`src/rtl/simeck_pkg.sv`:
```
// Shared constants, FSM encoding and LFSR helpers for the Simeck round-constant generator.
// Everything here is elaboration-time only; no state lives in the package.
package simeck_pkg;

  localparam int SIMECK32_LFSR_W = 5;
  localparam int SIMECK32_ROUNDS = 32;
  localparam int SIMECK32_WORD   = 16;

  localparam int SIMECK48_LFSR_W = 5;
  localparam int SIMECK48_ROUNDS = 36;
  localparam int SIMECK48_WORD   = 24;

  localparam int SIMECK64_LFSR_W = 6;
  localparam int SIMECK64_ROUNDS = 44;
  localparam int SIMECK64_WORD   = 32;

  localparam int LFSR_MAX_W = 6;

  typedef logic [LFSR_MAX_W-1:0] lfsr_t;

  typedef enum logic [1:0] {
    ST_IDLE = 2'd0,
    ST_RUN  = 2'd1,
    ST_DONE = 2'd2
  } state_e;

  // One forward step; bit k holds s_{i+k}, so bit 0 is the current z.
  function automatic lfsr_t lfsr_fwd(input lfsr_t state, input int w);
    lfsr_t nxt;
    nxt = '0;
    if (w == 6) begin
      nxt = {state[1] ^ state[0], state[5:1]};
    end else begin
      nxt = {1'b0, state[2] ^ state[0], state[4:1]};
    end
    return nxt;
  endfunction

  // State holding z_{rounds-1} in bit 0: the entry point of a reverse run.
  function automatic lfsr_t rev_start(input int w, input int rounds);
    lfsr_t s;
    s = (w == 6) ? 6'h3F : 6'h1F;
    for (int i = 0; i < rounds - 1; i++) begin
      s = lfsr_fwd(s, w);
    end
    return s;
  endfunction

endpackage

```
`src/rtl/simeck_const_gen_if.sv`:
```
// Consumer-facing bundle of the round-constant generator: control in, framed constant out.
// slave = generator side, master = key-schedule side.
interface simeck_const_gen_if #(
  parameter int WORD   = 16,
  parameter int ROUNDS = 32
);

  logic                        start;
  logic                        dir;
  logic                        step;
  logic                        valid;
  logic                        z;
  logic [WORD-1:0]             rc;
  logic [$clog2(ROUNDS)-1:0]   round;
  logic                        done;

  modport master (
    output start, dir, step,
    input  valid, z, rc, round, done
  );

  modport slave (
    input  start, dir, step,
    output valid, z, rc, round, done
  );

endinterface

```
`src/rtl/simeck_lfsr_core.sv`:
```
// Simeck z-sequence LFSR with forward/reverse initial loads and forward/reverse steps.
// Controls take effect on the next rising edge; load wins over step, nothing held means hold.
module simeck_lfsr_core
  import simeck_pkg::*;
#(
  parameter int LFSR_W = 5,
  parameter int ROUNDS = 32
) (
  input  logic clk,
  input  logic reset,
  input  logic load_fwd_i,
  input  logic load_rev_i,
  input  logic step_fwd_i,
  input  logic step_rev_i,
  output logic z_o
);

  localparam lfsr_t FWD_INIT = lfsr_t'((1 << LFSR_W) - 1);
  localparam lfsr_t REV_INIT = rev_start(LFSR_W, ROUNDS);

  logic [LFSR_W-1:0] state_q;
  logic [LFSR_W-1:0] state_d;
  logic [LFSR_W-1:0] fwd_nxt;
  logic [LFSR_W-1:0] rev_nxt;

  // Reverse taps recover s_{i-1} from the forward recurrence solved for its oldest term.
  if (LFSR_W == 6) begin : g_w6
    assign fwd_nxt = {state_q[1] ^ state_q[0], state_q[5:1]};
    assign rev_nxt = {state_q[4:0], state_q[5] ^ state_q[0]};
  end else begin : g_w5
    assign fwd_nxt = {state_q[2] ^ state_q[0], state_q[4:1]};
    assign rev_nxt = {state_q[3:0], state_q[4] ^ state_q[1]};
  end

  always_comb begin
    state_d = state_q;
    if (load_fwd_i) begin
      state_d = FWD_INIT[LFSR_W-1:0];
    end else if (load_rev_i) begin
      state_d = REV_INIT[LFSR_W-1:0];
    end else if (step_fwd_i) begin
      state_d = fwd_nxt;
    end else if (step_rev_i) begin
      state_d = rev_nxt;
    end
  end

  always_ff @(posedge clk) begin
    if (reset) begin
      state_q <= FWD_INIT[LFSR_W-1:0];
    end else begin
      state_q <= state_d;
    end
  end

  assign z_o = state_q[0];

endmodule

```
`src/rtl/simeck_const_gen.sv`:
```
// Simeck round-constant generator: first constant one cycle after start, one per accepted step.
// step low holds the current constant indefinitely; start restarts and drops a same-cycle step.
module simeck_const_gen
  import simeck_pkg::*;
#(
  parameter int LFSR_W = 5,
  parameter int ROUNDS = 32,
  parameter int WORD   = 16
) (
  input  logic              clk,
  input  logic              reset,
  simeck_const_gen_if.slave bus
);

  localparam int             RW   = $clog2(ROUNDS);
  localparam logic [RW-1:0]  LAST = RW'(ROUNDS - 1);

  state_e          state_q, state_d;
  logic            dir_q, dir_d;
  logic [RW-1:0]   round_q, round_d;
  logic            load_fwd, load_rev;
  logic            step_fwd, step_rev;
  logic            last_round;
  logic            z_raw;
  logic            run;

  simeck_lfsr_core #(
    .LFSR_W (LFSR_W),
    .ROUNDS (ROUNDS)
  ) u_lfsr (
    .clk        (clk),
    .reset      (reset),
    .load_fwd_i (load_fwd),
    .load_rev_i (load_rev),
    .step_fwd_i (step_fwd),
    .step_rev_i (step_rev),
    .z_o        (z_raw)
  );

  assign last_round = dir_q ? (round_q == '0) : (round_q == LAST);

  always_comb begin
    state_d  = state_q;
    dir_d    = dir_q;
    round_d  = round_q;
    load_fwd = 1'b0;
    load_rev = 1'b0;
    step_fwd = 1'b0;
    step_rev = 1'b0;

    if (bus.start) begin
      state_d  = ST_RUN;
      dir_d    = bus.dir;
      round_d  = bus.dir ? LAST : '0;
      load_fwd = ~bus.dir;
      load_rev = bus.dir;
    end else begin
      case (state_q)
        ST_RUN: begin
          if (bus.step) begin
            if (last_round) begin
              state_d = ST_DONE;
              round_d = '0;
            end else begin
              round_d  = dir_q ? round_q - 1'b1 : round_q + 1'b1;
              step_fwd = ~dir_q;
              step_rev = dir_q;
            end
          end
        end
        ST_DONE: state_d = ST_IDLE;
        default: state_d = ST_IDLE;
      endcase
    end
  end

  always_ff @(posedge clk) begin
    if (reset) begin
      state_q <= ST_IDLE;
      dir_q   <= 1'b0;
      round_q <= '0;
    end else begin
      state_q <= state_d;
      dir_q   <= dir_d;
      round_q <= round_d;
    end
  end

  assign run       = (state_q == ST_RUN);
  assign bus.valid = run;
  assign bus.z     = run & z_raw;
  assign bus.rc    = run ? {{(WORD-2){1'b1}}, 1'b0, z_raw} : '0;
  assign bus.round = round_q;
  assign bus.done  = (state_q == ST_DONE);

endmodule

```
`src/flat_wrapper.sv`:
```
// flat-port wrapper written by rule: the top's interface ports become plain ports
module simeck_const_gen_flat import simeck_pkg::*;
#(
  parameter int LFSR_W = 5,
  parameter int ROUNDS = 32,
  parameter int WORD   = 16
)
  (clk, reset, bus_start, bus_dir, bus_step, bus_valid, bus_z, bus_rc, bus_round, bus_done);
  simeck_const_gen_if #(.WORD(WORD), .ROUNDS(ROUNDS)) bus_i ();
  input  logic clk;
  input  logic reset;
  input wire logic [$bits(bus_i.start)-1:0] bus_start;
  input wire logic [$bits(bus_i.dir)-1:0] bus_dir;
  input wire logic [$bits(bus_i.step)-1:0] bus_step;
  output wire logic [$bits(bus_i.valid)-1:0] bus_valid;
  output wire logic [$bits(bus_i.z)-1:0] bus_z;
  output wire logic [$bits(bus_i.rc)-1:0] bus_rc;
  output wire logic [$bits(bus_i.round)-1:0] bus_round;
  output wire logic [$bits(bus_i.done)-1:0] bus_done;
  assign bus_i.start = bus_start;
  assign bus_i.dir = bus_dir;
  assign bus_i.step = bus_step;
  assign bus_valid = bus_i.valid;
  assign bus_z = bus_i.z;
  assign bus_rc = bus_i.rc;
  assign bus_round = bus_i.round;
  assign bus_done = bus_i.done;
  simeck_const_gen #(.LFSR_W(LFSR_W), .ROUNDS(ROUNDS), .WORD(WORD)) u_core (.clk(clk), .reset(reset), .bus(bus_i));
endmodule
```
`config.mk`:
```
export PLATFORM = sky130hd
export DESIGN_NAME = simeck_const_gen_flat
export DESIGN_NICKNAME = d
export VERILOG_FILES = /design/src/rtl/simeck_pkg.sv /design/src/rtl/simeck_const_gen_if.sv /design/src/rtl/simeck_lfsr_core.sv /design/src/rtl/simeck_const_gen.sv /design/src/flat_wrapper.sv
export SDC_FILE = /design/constraint.sdc
export NUM_CORES = 1
export LEC_CHECK = 0
export CAP_MARGIN = 0
export CORE_UTILIZATION = 40
export CTS_BUF_LIST = sky130_fd_sc_hd__clkbuf_2 sky130_fd_sc_hd__clkbuf_4 sky130_fd_sc_hd__clkbuf_8
export DETAILED_ROUTE_END_ITERATION = 7
export GPL_TIMING_DRIVEN = 1
export PLACE_DENSITY = 0.67
export SLEW_MARGIN = 25
export SYNTH_ARGS = -nofsm -noshare
export SYNTH_HDL_FRONTEND = slang
export SYNTH_SLANG_ARGS = --single-unit
export TNS_END_PERCENT = 20
```
`constraint.sdc`:
```
create_clock -name clk -period 4 [get_ports clk]
set_input_delay 0.4 -clock clk [delete_from_list [all_inputs] [get_ports clk]]
set_output_delay 0.4 -clock clk [all_outputs]
set_load 0.005 [all_outputs]
```
# Word-level counts from Yosys, hierarchy flattened

Index checks and enable logic that the tools add are counted.

Latch bits: 0
Memories: 0
Memory bits (writable): 0
Word-level logic and storage cells: 51
Bits in read-only memories: 0
Input port bits: 5
Flip-flop bits (word level): 13

Equal/unequal tests: 5
Bitwise logic cells: 6
$lt $le $gt $ge: 0
Multiply operators: 0
Reduce and logical (&&, ||, !) cells: 9
Shift operators: 0
Divide/modulo/power cells: 0
Add/subtract/negate cells: 2
Multiplexer cells: 24

Operators with widths:

| cell                  | count |
|---|---|
| $mux W5               | 8 |
| $mux W16              | 1 |
| $mux W1               | 15 |
| $reduce_and A2 Y1     | 3 |
| $reduce_bool A2 Y1    | 3 |
| $reduce_or A3 Y1      | 2 |
| $add A5 B1 Y5 const B | 1 |
| $eq A5 B5 Y1 const B  | 1 |
| $logic_not A5 Y1      | 1 |
| $sub A5 B1 Y5 const B | 1 |
| $ne A3 B2 Y1 const B  | 1 |
| $ne A3 B3 Y1 const B  | 1 |
| $not A1 Y1            | 3 |
| $eq A2 B1 Y1 const B  | 1 |
| $eq A2 B2 Y1 const B  | 1 |
| $xor A1 B1 Y1         | 2 |
| $and A1 B1 Y1         | 1 |

# Longest topological paths before layout

Gate-level depths: netlist of run 1.

Depth after elaboration: 8
Depth in mapped cells: 7

# Hierarchy

Synthesis of run 1 repeated with hierarchy kept, for this count alone.

Cells, all modules: 110
Area, all modules: 935.9 um^2

Modules (own cells, without submodules):

| module           | area each (um^2) | seq. area each (um^2) | cells each | times used |
|---|---|---|---|---|
| simeck_const_gen | 664.4            | 160.2                 | 83         | 1 |
| simeck_lfsr_core | 271.5            | 100.1                 | 27         | 1 |

# Worst setup path after synthesis of run 1

OpenSTA, ideal clock, no wires.

Path kind: flip-flop to flip-flop
Start: register u_core.state_q[0]
End: register u_core.u_lfsr.state_q[4]
Stages on the path, launching flop included: 7
Path slack: 1.967 ns
Path buffers: 1
Data arrival time: 1.912 ns
Period minus slack after synthesis: 2.033 ns
Setup time: 0.122 ns
Path through: dfxtp_1 > nor2b_4 > nand2_2 > or4_4 > buf_6 > mux2_4 > a221o_1

Cells in the longest elaborated chain, start to end: 4
Elaborated cells between the ends (all ways): 7
Classes of those cells: eq/ne: 1; mux: 5; reduce/logical: 1

Ends and longest elaborated chain:

| item                                                 | RTL line               | source |
|---|---|---|
| start: declaration                                   | simeck_const_gen.sv:18 | `state_e state_q, state_d;` |
| start signal: assignment                             | simeck_const_gen.sv:83 | `state_q <= state_d;` |
| $eq A2 B1 Y1 (*)                                     | -                      |  |
| via bus_valid                                        | flat_wrapper.sv:15     | `output wire logic [$bits(bus_i.valid)-1:0] bus_valid;` |
| $mux W1                                              | simeck_const_gen.sv:58 | `case (state_q)` |
| $mux W1                                              | simeck_const_gen.sv:51 | `if (bus.start) begin` |
| $mux W5 / $reduce_bool A2 Y1 (equally long branches) | -                      |  |
| end signal: assignment                               | simeck_lfsr_core.sv:50 | `state_q <= FWD_INIT[LFSR_W-1:0];` |
| end signal: assignment                               | simeck_lfsr_core.sv:52 | `state_q <= state_d;` |
| end: declaration                                     | simeck_lfsr_core.sv:21 | `logic [LFSR_W-1:0] state_q;` |

The timed path passes the listed nets; every way through them passes the cells marked *.
A chain may end at the register's enable or synchronous reset.

# Final worst setup path of run 1

Start: register u_core.state_q[0]
End: register u_core.u_lfsr.state_q[4]

Cells in the longest elaborated chain, start to end: 4
Elaborated cells between the ends (all ways): 7
Classes of those cells: eq/ne: 1; mux: 5; reduce/logical: 1

Ends and longest elaborated chain:

| item                                                 | RTL line |
|---|---|
| $eq A2 B1 Y1 (*)                                     | simeck_const_gen.sv:58 |
| $mux W1                                              | simeck_const_gen.sv:58 |
| $mux W1                                              | simeck_const_gen.sv:51 |
| $mux W5 / $reduce_bool A2 Y1 (equally long branches) | - |

Mark *: on every way between the ends. The rest lies on a longest branch, timed or not.

==> results of run 1 <==
metrics by stage:
stage | setup WS, ns | power [W] | area [um^2] | std cells | utilization (%)
final | 1.81 | 0.000315 | 1110 | 148 | 53.9
after detailed placement | 1.59 | 0.000232 | 1080 | 144 | 52.4
after floorplan | 1.97 | 0.000202 | 920 | 110 | -
after global placement | 1.62 | 0.000232 | 1080 | 144 | 52.4
after CTS | 1.80 | 0.000319 | 1110 | 148 | 53.9
after global routing | 1.69 | 0.000335 | 1110 | 148 | 53.9
kinds of logic (layout without fill, tap and decap cells):
logic type | Yosys count | count (layout) | synth area share [%]
xor gates and xnor gates | 4 | 4 | 3.81
and+or+nand+nor | 36 | 36 | 22.6
adders and majority gates | 4 | 4 | 6.26
DFF | 13 | 13 | 28.3
muxes | 7 | 7 | 8.16
other | 1 | 1 | 0.408
buffers and inverters | 24 | 35 | 17.1
AOI/OAI and AO/OA | 21 | 21 | 13.3
metal layers:
metal / track usage, % / routed length, um / vias to the layer above
li1: - / - / 388
met1: 19.3 / 779 / 355
met2: 24.3 / 749 / 42
met3: 5.56 / 133 / 2
met4: 4.29 / 14 / 0
met5: 0 / 0 / -
cells in the mapped netlist, types with 3 or more instances:
| library cell | number | area share [%] |
|---|---|---|
| nor2_1 | 7 | 2.9 |
| inv_1 | 3 | 1.2 |
| ha_1 | 3 | 4.1 |
| nor3_1 | 7 | 3.8 |
| nand2_1 | 3 | 1.2 |
| dfxtp_1 | 13 | 28 |
| a21oi_1 | 13 | 7.1 |
| xor2_1 | 3 | 2.9 |
| or3_1 | 3 | 2.0 |
| buf_4 | 16 | 13 |
| mux2i_1 | 6 | 6.5 |
critical path, stage by stage, from the launching register on:
cell     delay [ns]
dfxtp_1        0.33
nor2b_4        0.33
nand2_2        0.23
or4_4          0.59
mux2_4         0.32
a221o_1        0.28
sequential cells by signal (all words and copies together), names as in the netlist:
signal,cells
u_core.dir_q,1
u_core.state_q,2
u_core.u_lfsr.state_q,5
u_core.bus.round,5
final cells by class:
class	instances	area share (%)
well taps	27	3.04
flip-flops and latches	13	23.4
clock buffers	4	2.70
multi-input cells	73	45.2
inverters	4	1.35
repair buffers	27	24.3
how the worst max path moves through the flow:
stage	startpoint	end	slack (ns)	cells after the start
6_report	u_core.state_q[0]	u_core.u_lfsr.state_q[4]	1.81	5
5_1_grt	u_core.state_q[0]	u_core.u_lfsr.state_q[4]	1.69	5
4_1_cts	u_core.state_q[0]	u_core.u_lfsr.state_q[4]	1.80	5
3_5_place_dp	bus_start	u_core.u_lfsr.state_q[4]	1.59	4
3_3_place_gp	bus_start	u_core.u_lfsr.state_q[4]	1.62	4
2_1_floorplan	u_core.state_q[0]	u_core.u_lfsr.state_q[4]	1.97	6
power groups by stage:
stage                      logic, W  registers [W]  clock network [W]
after floorplan           0.0000564       0.000146                  0
after global placement    0.0000839       0.000148                  0
after detailed placement  0.0000847       0.000147                  0
after CTS                 0.0000850       0.000145          0.0000897
after global routing      0.0000935       0.000146          0.0000957
final                     0.0000845       0.000145          0.0000855
==> flow_metrics.py, run 1 <==
metrics = {
    "sta": {
        "slew_viol_final": 0,
        "finalCriticalPeriod_ns": 2.19,
        "hold_viol": 0,
        "clock_skew_ns": 0.00273,
        "fin_crit_sh_pct": 54.7,
        "hold_slack_ns": 0.561,
        "setup_tns_ns": 0,
        "rsz0062_at_grt": "false",
        "fmax_mhz": 457,
        "final-setup-viol-count": 0,
    },
    "cts": {
        "clockBufferDepth": 2,
        "clock_latency_ns": 0.27,
        "cts_root_buf": "clkbuf_4",
        "cts_hold_buf": 0,
        "postCtsSetupBuffers": 0,
        "post_cts_resized": 0,
        "cts.clk_slew.worst_paths_ns": 0.07,
        "numCtsBuffers": 3,
        "cts_tree": "built",
        "cts.sinks": 13,
        "h-tree-depth": 1,
    },
    "detailed_routing": {
        "via_per_inst": 5.32,
        "route.antenna.remaining_nets": 0,
        "routed_wl_mm": 1.68,
        "drt-pass1-iter-count": 4,
        "vias": 787,
        "drcViolationCount": 0,
        "routedWlPerCell_um": 11.3,
        "initialDrtViolationCount": 22,
    },
    "grt": {
        "grt_max_degree": 19,
        "grt_pass1_vias": 681,
        "antenna_found_initial": 0,
        "grt_usage_pct": 15.3,
        "grt_pass1_wl_mm": 2.93,
        "grt-ovfl-total": 0,
    },
    "pwr": {
        "power.leakage_nw": 0.457,
        "power.switching_w": 0.0000842,
        "p_comb_share_pct": 26.8,
        "power.density_mw_per_mm2": 283,
        "swShare_pct": 26.7,
        "power.internal_w": 0.000231,
        "pwr-share-seq_pct": 46.0,
        "irDropWorstVdd_mv": 0.215,
        "pwr-share-clk_pct": 27.1,
    },
    "yosys": {
        "async_flop_share_pct": 0,
        "syn_nets": 119,
        "syn_area_um2": 920,
        "synth_edf_count": 0,
        "ys_ff_latch": 13,
        "avgSynthCellArea_um2": 8.36,
        "ys.flop_type": "dfxtp_1",
        "seq_area_frac_synth_pct": 28.3,
        "yosysWarnings": 0,
        "synthDistinctLibCells": 37,
        "syn_inst": 110,
    },
    "critical_path": {
        "reg2reg_to": "u_core.u_lfsr.state_q[4]",
        "r2r_cells": 5,
        "path_max_fanout": 18,
        "worst_setup_path_start_kind": "flip-flop",
        "end_kind": "flip-flop",
        "crit_required_ns": 4.17,
        "ff2ff_setup_slack_ns": 1.81,
        "worst_ep_arrival_time_ns": 2.36,
        "worstSetupPathType": "reg -> reg",
        "rr_startpoint": "u_core.state_q[0]",
    },
    "final_layout": {
        "seq_area_um2": 260,
        "n_fill_cell": 196,
        "final_common_cell": "clkdlybuf4s50_1",
        "syn2layout_area_growth_pct": 20.8,
        "drive_above_1_share_pct": 9.09,
        "diodes": 0,
        "layout.nets": 131,
        "multiInputGateArea_um2": 502,
        "mostFrequentLayoutCells": "27 x clkdlybuf4s50_1, 13 x a21oi_1, 13 x dfxtp_1",
    },
    "floorplanning": {
        "rows": 16,
        "die_area_mm2": 0.00250,
        "core_mm2": 0.00206,
        "initial_core_util_pct": 44.6,
        "chipHeight_um": 50.0,
        "io_pins": 29,
        "die_w_um": 50.0,
    },
    "min_path": {
        "holdCritStartpoint": "u_core.bus.round[4]",
        "holdPathEnd": "u_core.bus.round[4]",
        "min_path_type": "reg -> reg",
        "whs_path_depth": 2,
    },
    "status": {
        "status": "complete, no violations",
    },
    "flow_run": {
        "cap_violations": 0,
    },
    "placement": {
        "routabilityCongestion": 0.749,
        "place_hpwl_mm": 1.28,
        "portBuffers": 27,
    },
}
No activity file was read; power rests on OpenSTA's default activity.
==> inputs of run 2 (changes only) <==
- clock period: 4 -> 2.3 ns (I/O delays scaled with it)
==> flow_metrics.py, run 2 (synthesis results as in run 1) <==
metrics = {
    "status": {
        "status": "complete, no violations",
    },
    "grt": {
        "grt_pass1_vias": 748,
        "grt_max_degree": 18,
        "grt-ovfl-total": 0,
        "grt_usage_pct": 16.5,
        "antenna_found_initial": 0,
        "grt_pass1_wl_mm": 3.13,
    },
    "cts": {
        "clock_latency_ns": 0.28,
        "cts_root_buf": "clkbuf_4",
        "post_cts_resized": 0,
        "cts.sinks": 13,
        "numCtsBuffers": 3,
        "clockBufferDepth": 2,
        "cts.clk_slew.worst_paths_ns": 0.08,
        "cts_hold_buf": 0,
        "h-tree-depth": 1,
        "postCtsSetupBuffers": 0,
        "cts_tree": "built",
    },
    "min_path": {
        "min_path_type": "reg -> reg",
        "holdCritStartpoint": "u_core.u_lfsr.state_q[1]",
        "holdPathEnd": "u_core.u_lfsr.state_q[0]",
        "whs_path_depth": 2,
    },
    "pwr": {
        "power.density_mw_per_mm2": 495,
        "irDropWorstVdd_mv": 0.247,
        "power.leakage_nw": 0.472,
    },
    "floorplanning": {
        "initial_core_util_pct": 44.6,
        "die_area_mm2": 0.00250,
        "core_mm2": 0.00206,
        "chipHeight_um": 50.0,
        "io_pins": 29,
        "die_w_um": 50.0,
        "rows": 16,
    },
    "critical_path": {
        "rr_startpoint": "u_core.dir_q",
        "crit_required_ns": 2.47,
        "worst_ep_arrival_time_ns": 2.12,
        "reg2reg_to": "u_core.u_lfsr.state_q[4]",
        "end_kind": "flip-flop",
        "worstSetupPathType": "reg -> reg",
        "path_max_fanout": 8,
        "worst_setup_path_start_kind": "flip-flop",
        "ff2ff_setup_slack_ns": 0.35,
        "r2r_cells": 4,
    },
    "final_layout": {
        "layout.nets": 134,
        "drive_above_1_share_pct": 11.3,
        "diodes": 0,
        "mostFrequentLayoutCells": "27 x clkdlybuf4s50_1, 13 x a21oi_1, 13 x dfxtp_1",
        "final_common_cell": "clkdlybuf4s50_1",
        "fin_cells": 151,
        "n_fill_cell": 184,
        "syn2layout_area_growth_pct": 23.3,
    },
    "detailed_routing": {
        "route.antenna.remaining_nets": 0,
        "vias": 792,
        "routed_wl_mm": 1.78,
        "drcViolationCount": 0,
        "routedWlPerCell_um": 11.8,
        "initialDrtViolationCount": 10,
        "via_per_inst": 5.25,
        "drt-pass1-iter-count": 4,
    },
    "sta": {
        "slew_viol_final": 0,
        "finalCriticalPeriod_ns": 1.95,
        "clock_skew_ns": 0.00792,
        "rsz0062_at_grt": "false",
        "fmax_mhz": 512,
        "fin_crit_sh_pct": 85.0,
        "hold_viol": 0,
        "final-setup-viol-count": 0,
        "setup_tns_ns": 0,
    },
    "placement": {
        "portBuffers": 27,
        "numPlacedInstances": 147,
        "routabilityCongestion": 0.796,
        "place_hpwl_mm": 1.33,
    },
    "flow_run": {
        "cap_violations": 0,
    },
}
## run 2: power by group
part / switching, W / internal [W] / total (W)
sequential: 0.0000162 / 0.000236 / 0.000252
combinational: 0.0000621 / 0.0000897 / 0.000152
clock: 0.0000782 / 0.0000792 / 0.000157
total: 0.000157 / 0.000405 / 0.000561
## run 2: how the worst max path moves through the flow
stage | start | endpoint | cells past startpoint
after floorplan | u_core.state_q[0] | u_core.u_lfsr.state_q[4] | 6
after global placement | bus_step | u_core.u_lfsr.state_q[4] | 5
after detailed placement | bus_step | u_core.u_lfsr.state_q[4] | 5
after CTS | u_core.dir_q | u_core.u_lfsr.state_q[4] | 4
after global routing | u_core.bus.round[0] | u_core.bus.round[4] | 7
final | u_core.dir_q | u_core.u_lfsr.state_q[4] | 4
## run 2: critical path: stages (launching register included)
cell,delay (ns)
dfxtp_1,0.51
inv_2,0.12
or4_4,0.61
mux2_4,0.32
a221o_1,0.28
## run 2: layout make-up
| type | instances | area [um^2] | share of cell area [%] |
|---|---|---|---|
| Sequential cell | 13 | 260 | 23.0 |
| Inverter | 4 | 15.0 | 1.32 |
| Clock buffer | 4 | 30.0 | 2.65 |
| Multi-Input combinational cell | 73 | 502 | 44.3 |
| Tap cell | 27 | 33.8 | 2.98 |
| Timing Repair Buffer | 30 | 293 | 25.8 |
## run 2: through the flow
stage          instance area, um^2  power, W  hold slack [ns]  worst slack, ns  utilization (%)
2_1_floorplan                  920  0.000352            0.302            0.267                -
3_3_place_gp                  1100  0.000407            0.533            0.253             53.5
3_5_place_dp                  1100  0.000408            0.532            0.241             53.5
4_1_cts                       1130  0.000563            0.553            0.349             55.0
5_1_grt                       1130  0.000593            0.589            0.197             55.0
6_report                      1130  0.000561            0.554            0.346             55.0
## run 2: routing by layer
metal	vias to the layer above	part of all wire, %	global-route usage (%)
li1	393	-	-
met3	4	6.0	3.09
met2	32	42	25.7
met1	363	50	21.0
met4	0	1.6	9.52
met5	-	0	0
